`src/rtl/hdmi_timing_pkg.sv`:
```
// hdmi_timing_pkg: shared types and constants for the HDMI raster/test-pattern source.
// Holds the pattern select codes, the eight colour-bar constants, the RGB field
// positions inside a 24-bit {R,G,B} pixel, and a bar-index -> colour lookup.
package hdmi_timing_pkg;

  localparam int unsigned RGB_W    = 24;
  localparam int unsigned CH_W     = 8;
  localparam int unsigned R_LSB    = 16;
  localparam int unsigned G_LSB    = 8;
  localparam int unsigned B_LSB    = 0;
  localparam int unsigned NUM_BARS = 8;

  typedef enum logic [1:0] {
    PAT_BARS  = 2'd0,
    PAT_GRID  = 2'd1,
    PAT_GRAD  = 2'd2,
    PAT_SOLID = 2'd3
  } pattern_e;

  localparam logic [RGB_W-1:0] COL_WHITE   = 24'hFFFFFF;
  localparam logic [RGB_W-1:0] COL_YELLOW  = 24'hFFFF00;
  localparam logic [RGB_W-1:0] COL_CYAN    = 24'h00FFFF;
  localparam logic [RGB_W-1:0] COL_GREEN   = 24'h00FF00;
  localparam logic [RGB_W-1:0] COL_MAGENTA = 24'hFF00FF;
  localparam logic [RGB_W-1:0] COL_RED     = 24'hFF0000;
  localparam logic [RGB_W-1:0] COL_BLUE    = 24'h0000FF;
  localparam logic [RGB_W-1:0] COL_BLACK   = 24'h000000;

  // Bar order left to right: white, yellow, cyan, green, magenta, red, blue, black.
  function automatic logic [RGB_W-1:0] bar_colour(input logic [2:0] idx);
    case (idx)
      3'd0:    return COL_WHITE;
      3'd1:    return COL_YELLOW;
      3'd2:    return COL_CYAN;
      3'd3:    return COL_GREEN;
      3'd4:    return COL_MAGENTA;
      3'd5:    return COL_RED;
      3'd6:    return COL_BLUE;
      default: return COL_BLACK;
    endcase
  endfunction

endpackage

```
`src/rtl/hdmi_timing_gen_if.sv`:
```
// hdmi_timing_gen_if: control inputs and video outputs of the HDMI raster source.
//   enable, pattern_sel, solid_rgb : run control and pattern selection (into the generator)
//   hdmi_d, hdmi_de, hdmi_hs,
//   hdmi_vs, frame_start           : registered video outputs (towards the pads)
// master = the generator, slave = the environment driving controls / consuming video.
interface hdmi_timing_gen_if;
  import hdmi_timing_pkg::*;

  logic             enable;
  logic [1:0]       pattern_sel;
  logic [RGB_W-1:0] solid_rgb;
  logic [RGB_W-1:0] hdmi_d;
  logic             hdmi_de;
  logic             hdmi_hs;
  logic             hdmi_vs;
  logic             frame_start;

  modport master (
    input  enable, pattern_sel, solid_rgb,
    output hdmi_d, hdmi_de, hdmi_hs, hdmi_vs, frame_start
  );

  modport slave (
    output enable, pattern_sel, solid_rgb,
    input  hdmi_d, hdmi_de, hdmi_hs, hdmi_vs, frame_start
  );
endinterface

```
`src/rtl/hdmi_pattern_gen.sv`:
```
// hdmi_pattern_gen: combinational pixel colour for pattern coordinate (x, y).
//   x, y       : pattern coordinates (x may already be scroll-adjusted)
//   pattern    : pattern in force for the current frame
//   solid_rgb  : colour for the solid pattern
//   rgb_c      : resulting {R,G,B} colour (not gated by data enable)
module hdmi_pattern_gen
  import hdmi_timing_pkg::*;
#(
  parameter int unsigned H_ACTIVE = 1280,
  parameter int unsigned XW       = 11,
  parameter int unsigned YW       = 10
) (
  input  logic [XW-1:0]    x,
  input  logic [YW-1:0]    y,
  input  pattern_e         pattern,
  input  logic [RGB_W-1:0] solid_rgb,
  output logic [RGB_W-1:0] rgb_c
);

  localparam int unsigned BAR_W = H_ACTIVE / NUM_BARS;

  logic [2:0] bar_idx_c;

  // Bar index by compare chain; anything at or past the last boundary is the last bar.
  always_comb begin
    bar_idx_c = 3'(NUM_BARS - 1);
    for (int k = int'(NUM_BARS) - 2; k >= 0; k--) begin
      if (32'(x) < 32'((k + 1) * int'(BAR_W))) begin
        bar_idx_c = 3'(k);
      end
    end
  end

  // Pattern colour select.
  always_comb begin
    rgb_c = '0;
    case (pattern)
      PAT_BARS:  rgb_c = bar_colour(bar_idx_c);
      PAT_GRID:  rgb_c = ((5'(x) == 5'd0) || (5'(y) == 5'd0)) ? COL_WHITE : COL_BLACK;
      PAT_GRAD: begin
        rgb_c[R_LSB +: CH_W] = CH_W'(x);
        rgb_c[G_LSB +: CH_W] = CH_W'(y);
        rgb_c[B_LSB +: CH_W] = CH_W'(x) + CH_W'(y);
      end
      PAT_SOLID: rgb_c = solid_rgb;
      default:   rgb_c = '0;
    endcase
  end

endmodule

```
`src/rtl/hdmi_timing_gen.sv`:
```
// hdmi_timing_gen: programmable H/V raster timing plus test-pattern source for HDMI pins.
//   clk   : pixel clock, rising edge
//   reset : synchronous, active-high
//   bus   : hdmi_timing_gen_if.master (enable/pattern_sel/solid_rgb in,
//           hdmi_d/de/hs/vs and frame_start out, all registered one clk after the counters)
// Optional macro HDMI_PATTERN_SCROLL_EN: adds an 8-bit frame counter and scrolls the
// bars/grid/gradient left by one pixel per frame.
module hdmi_timing_gen
  import hdmi_timing_pkg::*;
#(
  parameter int unsigned H_ACTIVE = 1280,
  parameter int unsigned H_FP     = 110,
  parameter int unsigned H_SYNC   = 40,
  parameter int unsigned H_BP     = 220,
  parameter int unsigned V_ACTIVE = 720,
  parameter int unsigned V_FP     = 5,
  parameter int unsigned V_SYNC   = 5,
  parameter int unsigned V_BP     = 20,
  parameter bit          HS_POL   = 1'b1,
  parameter bit          VS_POL   = 1'b1
) (
  input logic               clk,
  input logic               reset,
  hdmi_timing_gen_if.master bus
);

  localparam int unsigned H_TOTAL  = H_ACTIVE + H_FP + H_SYNC + H_BP;
  localparam int unsigned V_TOTAL  = V_ACTIVE + V_FP + V_SYNC + V_BP;
  localparam int unsigned HW       = $clog2(H_TOTAL);
  localparam int unsigned VW       = $clog2(V_TOTAL);
  localparam int unsigned HS_START = H_ACTIVE + H_FP;
  localparam int unsigned HS_END   = HS_START + H_SYNC;
  localparam int unsigned VS_START = V_ACTIVE + V_FP;
  localparam int unsigned VS_END   = VS_START + V_SYNC;

  logic [HW-1:0]    h_cnt;
  logic [VW-1:0]    v_cnt;
  logic             h_last_c;
  logic             v_last_c;
  logic             origin_c;
  logic             active_c;
  logic             hs_win_c;
  logic             vs_win_c;
  pattern_e         pat_q;
  pattern_e         pat_c;
  logic [RGB_W-1:0] solid_q;
  logic [RGB_W-1:0] solid_c;
  logic [RGB_W-1:0] pix_c;
  logic [HW-1:0]    x_c;

  assign h_last_c = (32'(h_cnt) == H_TOTAL - 1);
  assign v_last_c = (32'(v_cnt) == V_TOTAL - 1);
  assign origin_c = (h_cnt == '0) && (v_cnt == '0);
  assign active_c = (32'(h_cnt) < H_ACTIVE) && (32'(v_cnt) < V_ACTIVE);
  assign hs_win_c = (32'(h_cnt) >= HS_START) && (32'(h_cnt) < HS_END);
  assign vs_win_c = (32'(v_cnt) >= VS_START) && (32'(v_cnt) < VS_END);

  // Raster counters; enable low parks them at the frame origin.
  always_ff @(posedge clk) begin
    if (reset || !bus.enable) begin
      h_cnt <= '0;
      v_cnt <= '0;
    end else if (h_last_c) begin
      h_cnt <= '0;
      v_cnt <= v_last_c ? '0 : v_cnt + VW'(1);
    end else begin
      h_cnt <= h_cnt + HW'(1);
    end
  end

  // Pattern/colour are captured at the frame origin; the bypass lets pixel (0,0)
  // already use the newly sampled values so the whole frame is consistent.
  assign pat_c   = origin_c ? pattern_e'(bus.pattern_sel) : pat_q;
  assign solid_c = origin_c ? bus.solid_rgb : solid_q;

  always_ff @(posedge clk) begin
    if (reset) begin
      pat_q   <= PAT_BARS;
      solid_q <= '0;
    end else if (bus.enable && origin_c) begin
      pat_q   <= pat_c;
      solid_q <= solid_c;
    end
  end

`ifdef HDMI_PATTERN_SCROLL_EN
  logic [7:0]  frame_cnt;
  logic [HW-1:0] scroll_off;
  logic [HW:0]   x_sum_c;

  // scroll_off tracks frame_cnt mod H_ACTIVE so no divider is needed for the wrap.
  always_ff @(posedge clk) begin
    if (reset) begin
      frame_cnt  <= '0;
      scroll_off <= '0;
    end else if (bus.enable && h_last_c && v_last_c) begin
      frame_cnt  <= frame_cnt + 8'd1;
      scroll_off <= ((frame_cnt == 8'hFF) || (32'(scroll_off) == H_ACTIVE - 1))
                    ? '0 : scroll_off + HW'(1);
    end
  end

  // Both terms are below H_ACTIVE in the active region, so one subtract wraps.
  assign x_sum_c = {1'b0, h_cnt} + {1'b0, scroll_off};
  assign x_c     = (32'(x_sum_c) >= H_ACTIVE) ? HW'(32'(x_sum_c) - H_ACTIVE) : HW'(x_sum_c);
`else
  assign x_c = h_cnt;
`endif

  hdmi_pattern_gen #(
    .H_ACTIVE (H_ACTIVE),
    .XW       (HW),
    .YW       (VW)
  ) u_pattern (
    .x         (x_c),
    .y         (v_cnt),
    .pattern   (pat_c),
    .solid_rgb (solid_c),
    .rgb_c     (pix_c)
  );

  // Output stage: one register for every video signal keeps them mutually aligned.
  always_ff @(posedge clk) begin
    if (reset || !bus.enable) begin
      bus.hdmi_d      <= '0;
      bus.hdmi_de     <= 1'b0;
      bus.hdmi_hs     <= ~HS_POL;
      bus.hdmi_vs     <= ~VS_POL;
      bus.frame_start <= 1'b0;
    end else begin
      bus.hdmi_d      <= active_c ? pix_c : '0;
      bus.hdmi_de     <= active_c;
      bus.hdmi_hs     <= hs_win_c ? HS_POL : ~HS_POL;
      bus.hdmi_vs     <= vs_win_c ? VS_POL : ~VS_POL;
      bus.frame_start <= origin_c;
    end
  end

endmodule

```
`src/flat_wrapper.sv`:
```
// flat-port wrapper written by rule: the top's interface ports become plain ports
module hdmi_timing_gen_flat import hdmi_timing_pkg::*;
#(
  parameter int unsigned H_ACTIVE = 1280,
  parameter int unsigned H_FP     = 110,
  parameter int unsigned H_SYNC   = 40,
  parameter int unsigned H_BP     = 220,
  parameter int unsigned V_ACTIVE = 720,
  parameter int unsigned V_FP     = 5,
  parameter int unsigned V_SYNC   = 5,
  parameter int unsigned V_BP     = 20,
  parameter bit          HS_POL   = 1'b1,
  parameter bit          VS_POL   = 1'b1
)
  (clk, reset, bus_enable, bus_pattern_sel, bus_solid_rgb, bus_hdmi_d, bus_hdmi_de, bus_hdmi_hs, bus_hdmi_vs, bus_frame_start);
  hdmi_timing_gen_if bus_i ();
  input logic clk;
  input logic reset;
  input wire logic [$bits(bus_i.enable)-1:0] bus_enable;
  input wire logic [$bits(bus_i.pattern_sel)-1:0] bus_pattern_sel;
  input wire logic [$bits(bus_i.solid_rgb)-1:0] bus_solid_rgb;
  output wire logic [$bits(bus_i.hdmi_d)-1:0] bus_hdmi_d;
  output wire logic [$bits(bus_i.hdmi_de)-1:0] bus_hdmi_de;
  output wire logic [$bits(bus_i.hdmi_hs)-1:0] bus_hdmi_hs;
  output wire logic [$bits(bus_i.hdmi_vs)-1:0] bus_hdmi_vs;
  output wire logic [$bits(bus_i.frame_start)-1:0] bus_frame_start;
  assign bus_i.enable = bus_enable;
  assign bus_i.pattern_sel = bus_pattern_sel;
  assign bus_i.solid_rgb = bus_solid_rgb;
  assign bus_hdmi_d = bus_i.hdmi_d;
  assign bus_hdmi_de = bus_i.hdmi_de;
  assign bus_hdmi_hs = bus_i.hdmi_hs;
  assign bus_hdmi_vs = bus_i.hdmi_vs;
  assign bus_frame_start = bus_i.frame_start;
  hdmi_timing_gen #(.H_ACTIVE(H_ACTIVE), .H_FP(H_FP), .H_SYNC(H_SYNC), .H_BP(H_BP), .V_ACTIVE(V_ACTIVE), .V_FP(V_FP), .V_SYNC(V_SYNC), .V_BP(V_BP), .HS_POL(HS_POL), .VS_POL(VS_POL)) u_core (.clk(clk), .reset(reset), .bus(bus_i));
endmodule
```
`config.mk`:
```
export PLATFORM = sky130hd
export DESIGN_NAME = hdmi_timing_gen_flat
export DESIGN_NICKNAME = d
export VERILOG_FILES = /design/src/rtl/hdmi_timing_pkg.sv /design/src/rtl/hdmi_timing_gen_if.sv /design/src/rtl/hdmi_pattern_gen.sv /design/src/rtl/hdmi_timing_gen.sv /design/src/flat_wrapper.sv
export SDC_FILE = /design/constraint.sdc
export NUM_CORES = 1
export LEC_CHECK = 0
export CORE_MARGIN = 3
export CORE_UTILIZATION = 45
export DETAILED_ROUTE_END_ITERATION = 10
export DONT_BUFFER_PORTS = 1
export PLACE_DENSITY = 0.61
export REMOVE_ABC_BUFFERS = 1
export SETUP_SLACK_MARGIN = 0.3
export SYNTH_ARGS = -nofsm -noshare
export SYNTH_HDL_FRONTEND = slang
export SYNTH_HIERARCHICAL = 1
export SYNTH_SLANG_ARGS = --single-unit
```
`constraint.sdc`:
```
create_clock -name clk -period 3.7 [get_ports clk]
set_input_delay 0.74 -clock clk [delete_from_list [all_inputs] [get_ports clk]]
set_output_delay 0.74 -clock clk [all_outputs]
set_load 0.005 [all_outputs]
```
==> impl_metrics.json <==
{
  "hold-path-cell-count": 1,
  "fill_cells": 898,
  "rows": 35,
  "status": "completed",
  "place_area_um2": 4430,
  "avgSynthCellArea_um2": 8.91,
  "drc": 0,
  "drive_gt1_share_pct": 15.5,
  "multiInputGateArea_um2": 2620,
  "min_to": "u_core/solid_q[20]",
  "antennaDiodeCount": 0,
  "holdBufCountCts": 0,
  "antenna_found_initial": 0,
  "p_seq_share_pct": 45.8,
  "viasPerCell": 5.95,
  "final-seq-area_um2": 1500,
  "gp_congestion": 0.848,
  "drv_slew": 0,
  "power_frac_comb_pct": 12.5,
  "cp-start-kind": "register",
  "r2r_end": "u_core/bus.hdmi_d[4]",
  "fmax_mhz": 319,
  "ir_drop_uv": 212,
  "synth-edff-count": 0,
  "synth-async-reset-ratio_pct": 0,
  "clk_pin_slew_worst_paths_ns": 0.08,
  "cts_sinks": 75,
  "post-cts-setup-buffers": 0,
  "cts_tree": "done",
  "cts-root-buf": "clkbuf_8",
  "relSlewSlack_pct": 35.6,
  "path_class": "reg2reg",
  "end_kind": "register",
  "switchingPower_uw": 460,
  "yosys.area.top_type_share_pct": 34.8,
  "synth.distinct_cells": 63,
  "rr_worst_depth": 10,
  "power_density_nw_per_um2": 401,
  "skew_ns": 0.00918,
  "stdcell_area_um2": 4690,
  "arrival_ns": 3.39,
  "yosysWarnings": 6,
  "postLayoutCoreUtil_pct": 50.5,
  "ys_ff_latch": 75,
  "worstReg2RegStart": "u_core/h_cnt[7]",
  "nNetsFinal": 517,
  "drv_cap": 0,
  "cp_max_fo": 15,
  "grt_setup_unrepaired": "false",
  "grt_pass1_wl_mm": 18.4,
  "r2r_slack_ns": 0.56,
  "syn-cell-area_um2": 4310,
  "die_x_um": 104,
  "fin_crit_ns": 3.14,
  "placed_cells": 591,
  "setup_viol": 0,
  "ys_seq_area_share_pct": 34.8,
  "dieArea_um2": 10800,
  "p_int_mw": 1.42,
  "synth_flop_cell": "dfxtp_1",
  "grt_pass1_vias": 3477,
  "dp_hpwl_mm": 7.51,
  "clk_path_buf_depth": 2,
  "hold_start": "reset",
  "numCtsBuffers": 9,
  "overflow": 0,
  "crit_required_ns": 3.95,
  "first_iter_violations": 228,
  "finalHoldViolCount": 0,
  "area_growth_pct": 8.76,
  "post_drt_wl_per_cell_um": 18.6,
  "ioPinCount": 57,
  "synthTopCellsByCount": "dfxtp_1, o21ai_0, a21oi_1, nor2_1, nand4_1",
  "first_pass_iters": 5,
  "floorplan.initialDensity_pct": 46.5,
  "synth_area_leaders": "dfxtp_1, mux2_4, o21ai_0",
  "routed_wl_mm": 11.3,
  "p_leak_nw": 1.75,
  "htree_levels": 3,
  "clk_latency_ns": 0.36,
  "port-buffer-count": 0,
  "grt_max_degree": 30,
  "syn_inst": 484,
  "cp-startpoint": "u_core/h_cnt[7]",
  "pwr-share-clk_pct": 41.7,
  "hold_path.class": "in2reg",
  "globalRouteTotalUtil_pct": 21.2,
  "worst_pin_slew_ns": 0.966,
  "fin_crit_sh_pct": 84.8,
  "postRouteAntennaNets": 0,
  "vias": 3609,
  "synth.most_common_cell": "dfxtp_1",
  "coreArea_um2": 9280,
  "fin_cells": 607,
  "swShare_pct": 24.4,
  "yosys.area.top_type": "dfxtp_1",
  "die_y_um": 104
}
-- through the flow --
stage                     hold slack (ns)  setup slack, ns  power, mW  setup TNS [ns]
after floorplan                     0.440           -0.475       1.05           -6.85
after global placement              0.448            0.422       1.11               0
after detailed placement            0.458            0.302       1.11               0
after CTS                           0.426            0.440       1.90               0
after global routing                0.415            0.344       1.97               0
final                               0.438            0.563       1.88               0
-- power by group through the flow --
| stage | combinational (mW) | clock, mW | sequential, mW |
|---|---|---|---|
| finish | 0.235 | 0.786 | 0.863 |
| global route | 0.260 | 0.840 | 0.867 |
| CTS | 0.235 | 0.803 | 0.863 |
| detailed placement | 0.232 | 0 | 0.882 |
| global placement | 0.226 | 0 | 0.882 |
| floorplan | 0.178 | 0 | 0.877 |
-- layout by cell type (no fill, tap or decap), types with 3 or more instances in the layout --
cell / count
ha_1: 14
nand3_1: 13
a21oi_1: 34
xor2_1: 8
a211oi_1: 6
nor3_1: 11
inv_1: 11
o21bai_1: 9
o21ai_1: 5
dfxtp_1: 75
clkbuf_8: 10
nor4_1: 8
nand4_1: 31
buf_4: 15
or4_1: 5
mux2_2: 5
and2_1: 25
nand2b_1: 4
xnor2_1: 13
nor2_1: 32
mux2_4: 21
nor2b_1: 3
or4b_1: 3
o21ai_0: 42
nand2_1: 8
mux2i_1: 18
bufinv_16: 3
-- worst max-delay path by stage --
stage | depth (start not counted) | end
floorplan | 11 | u_core/bus.hdmi_d[0]
global placement | 10 | u_core/bus.hdmi_d[1]
detailed placement | 10 | u_core/bus.hdmi_d[0]
CTS | 10 | u_core/bus.hdmi_d[4]
global route | 10 | u_core/bus.hdmi_d[0]
finish | 10 | u_core/bus.hdmi_d[4]
-- routing by layer --
metal | routed length, µm | vias up | global-route usage (%)
met5 | 0 | - | 0
met4 | 181 | 0 | 7.03
met3 | 830 | 20 | 6.64
met2 | 5260 | 126 | 34.0
met1 | 5010 | 1716 | 27.2
li1 | - | 1747 | -
-- final cells by class --
class	count	share of cell area [%]
sequential	75	32.0
tap	129	3.44
multi-input combinational	360	55.9
clock inverter	6	2.37
timing repair buffer	15	2.40
inverter	12	0.960
clock buffer	10	2.93
-- critical path, cell delays in order, from the launching register on --
cell      delay [ns]
dfxtp_1         0.46
or4_4           0.68
nor4_4          0.36
nand2_4         0.23
mux2_4          0.46
nor2_1          0.14
o31ai_1         0.10
nor3_1          0.22
buf_4           0.19
a211oi_1        0.05
and2_1          0.14
-- flip-flops by register name, summed over array words and instances (netlist names) --
register / flops
u_core/bus.hdmi_de: 1
u_core/h_cnt: 11
u_core/bus.frame_start: 1
u_core/v_cnt: 10
u_core/bus.hdmi_hs: 1
u_core/pat_q: 2
u_core/bus.hdmi_vs: 1
u_core/solid_q: 24
u_core/bus.hdmi_d: 24
-- timing repair --
item,4_1_cts,5_1_grt
hold endpoints to repair,0,0
gates resized for setup,2,1
setup endpoints to repair,5,16
-- cell families (layout without fill, tap and decap cells) --
| group | count (synthesis) | count (layout) | synth area share (%) |
|---|---|---|---|
| AND/OR/NAND/NOR | 161 | 161 | 21.9 |
| multiplexers | 44 | 44 | 12.7 |
| adder cells (fa/ha/maj) | 17 | 17 | 4.99 |
| flip-flops | 75 | 75 | 34.8 |
| buffers and inverters | 49 | 43 | 4.82 |
| AO/OA/AOI/OAI | 117 | 117 | 16.5 |
| XOR/XNOR | 21 | 21 | 4.26 |
Note: power is estimated with default switching activity, not from simulation.
==> RTL change: new RTL, same flow settings <==
Build with the macro `HDMI_PATTERN_SCROLL_EN` defined.
--- a/src/rtl/hdmi_timing_gen.sv
+++ b/src/rtl/hdmi_timing_gen.sv
@@ -5,6 +5,8 @@
 //           hdmi_d/de/hs/vs and frame_start out, all registered one clk after the counters)
 // Optional macro HDMI_PATTERN_SCROLL_EN: adds an 8-bit frame counter and scrolls the
 // bars/grid/gradient left by one pixel per frame.
+`define HDMI_PATTERN_SCROLL_EN
+
 module hdmi_timing_gen
   import hdmi_timing_pkg::*;
 #(
Behaviour: same outputs for any inputs over 10 cycles, from zero or initial values and one cycle with reset high; that may be too few to reach the edited logic, so the function may still have changed.
==> RTL change against the original RTL <==
  * Routed wire length rose by 24%
  * Setup slack got worse by 1.3 ns
  * Count of clock-buffer cells in the layout decreased by 1
  * Sequential cell count up 19
  * The flow now finishes with violations (negative setup slack)
  * Sequential power up 24%
  * Critical endpoint is now u_core/bus.hdmi_d[1]$_SDFF_PP0_
  * Die area rose by 23%
  * Design area up 44%
  * Sequential share of layout area decreased by 4.0 points
  * Global-route usage down 0.16 points
  * Total power up 20%
  * Fmax shrank 29%
  * Largest power group unchanged
  * Area after synthesis rose by 25%
==> RTL change: results (changes against the original RTL) <==
vias_per_cell: 5.51  # -7.3%
wl_met1_mm: 6.14  # +22%
dpl.hpwl_mm: 9.74  # +30%
use_met3: 0.0463  # -0.0201
met2WireLength_mm: 6.87  # +31%
root_buffer: "clkbuf_16"
hold_violations: 0  # unchanged
whs_ns: 0.444  # +0.00618 ns
synth_fa_ha_area_frac: 0.0786  # +0.0287
ir_worst_vdd_mv: 0.198  # -6.4%
violations: "negative setup slack"
status: "complete, but fails checks"
drive_above_1_share: 0.263  # +0.108
hold_class: "flop to flop"
synth_xor_area_frac: 0.0684  # +0.0257
syn-instance-count: 635  # +31%
place_ws_ns: -1.09  # -1.39 ns
cp_top_family: "compound AO/OA/AOI/OAI gates"
fin_tns_setup_ns: -14.75  # -14.75 ns
ctsResizeCount: 53  # +51
slowest_delay_ns: 0.50  # -0.18 ns
firstDrtPassIters: 4  # -1
multi_input_area_share: 0.536  # -0.0231
nNonClkBuffers: 87  # +72
rr_worst_depth: 22  # +12
wl_met3_um: 618  # -26%
regArea_um2: 1890  # +26%
post-place-cells: 820  # +39%
synthTopCellsByCount: "94 x dfxtp_1, 86 x nand2_1, 60 x nor2_1"
comb.multi_input.count: 496  # +38%
p_leak_uw: 0.00278  # +59%
cts_setup_buffers: 13  # +13
synth_compound_area_frac: 0.146  # -0.0192
clk_share: 0.0451  # -0.00801
worstPathArrival_ns: 4.70  # +1.31 ns
drt_iter0_drc: 289  # +27%
whs_path_depth: 2  # +1
seq_area_frac_synth: 0.350  # +0.00172
gp_congestion: 0.816  # -3.8%
grtUsageMet2: 0.365  # +0.0251
grt_usage: 0.211  # -0.00159
finClkSkew_ns: 0.00792  # -0.00127 ns
worst_pin_slew_ns: 0.756  # -0.210 ns
n_all_inverters: 22  # +10
grt_first_pass_wirelength_mm: 22.5  # +22%
synth_mux_area_frac: 0.0898  # -0.0373
crit_fanout: 6  # -9
cts.sink_count: 94  # +25%
dpl_cell_area_um2: 5930  # +34%
reg_top3: "u_core/bus.hdmi_d: 24 flops, u_core/solid_q: 24 flops"
area_growth_pct: 25.4
wirelength_mm: 14.0  # +24%
setup_slack_ns: -0.706  # -1.27 ns
fillers: 1030  # +15%
grt_pass1_vias: 4659  # +34%
nonClkBufAreaFrac: 0.101  # +0.0767
cp_slowest_cell: "or4b_4"
finalSetupViolations: 24  # +24
## RTL change: cell families (layout without fill, tap and decap cells)
logic type                 count (synthesis)  count (layout)
and+or+nand+nor                          252             252
AOI/OAI and AO/OA                        124             124
DFF                                       94              94
muxes                                     45              45
buffers and inverters                     45             125
xor gates and xnor gates                  42              42
adders and majority gates                 33              33
## RTL change: power breakdown
group | total, uW | switching, uW | internal (uW)
combinational | 234 | 126 | 108
clock | 955 | 422 | 534
sequential | 1070 | 19.3 | 1050
## RTL change: final timing paths
kind,end,start
worst max-delay path,u_core/bus.hdmi_d[1]$_SDFF_PP0_,u_core/h_cnt[1]$_SDFF_PP0_
worst min-delay path,u_core/solid_q[3]$_SDFFE_PP0P_,u_core/solid_q[3]$_SDFFE_PP0P_
worst max register to register,u_core/bus.hdmi_d[1]$_SDFF_PP0_,u_core/h_cnt[1]$_SDFF_PP0_
worst min register to register,u_core/solid_q[3]$_SDFFE_PP0P_,u_core/solid_q[3]$_SDFFE_PP0P_
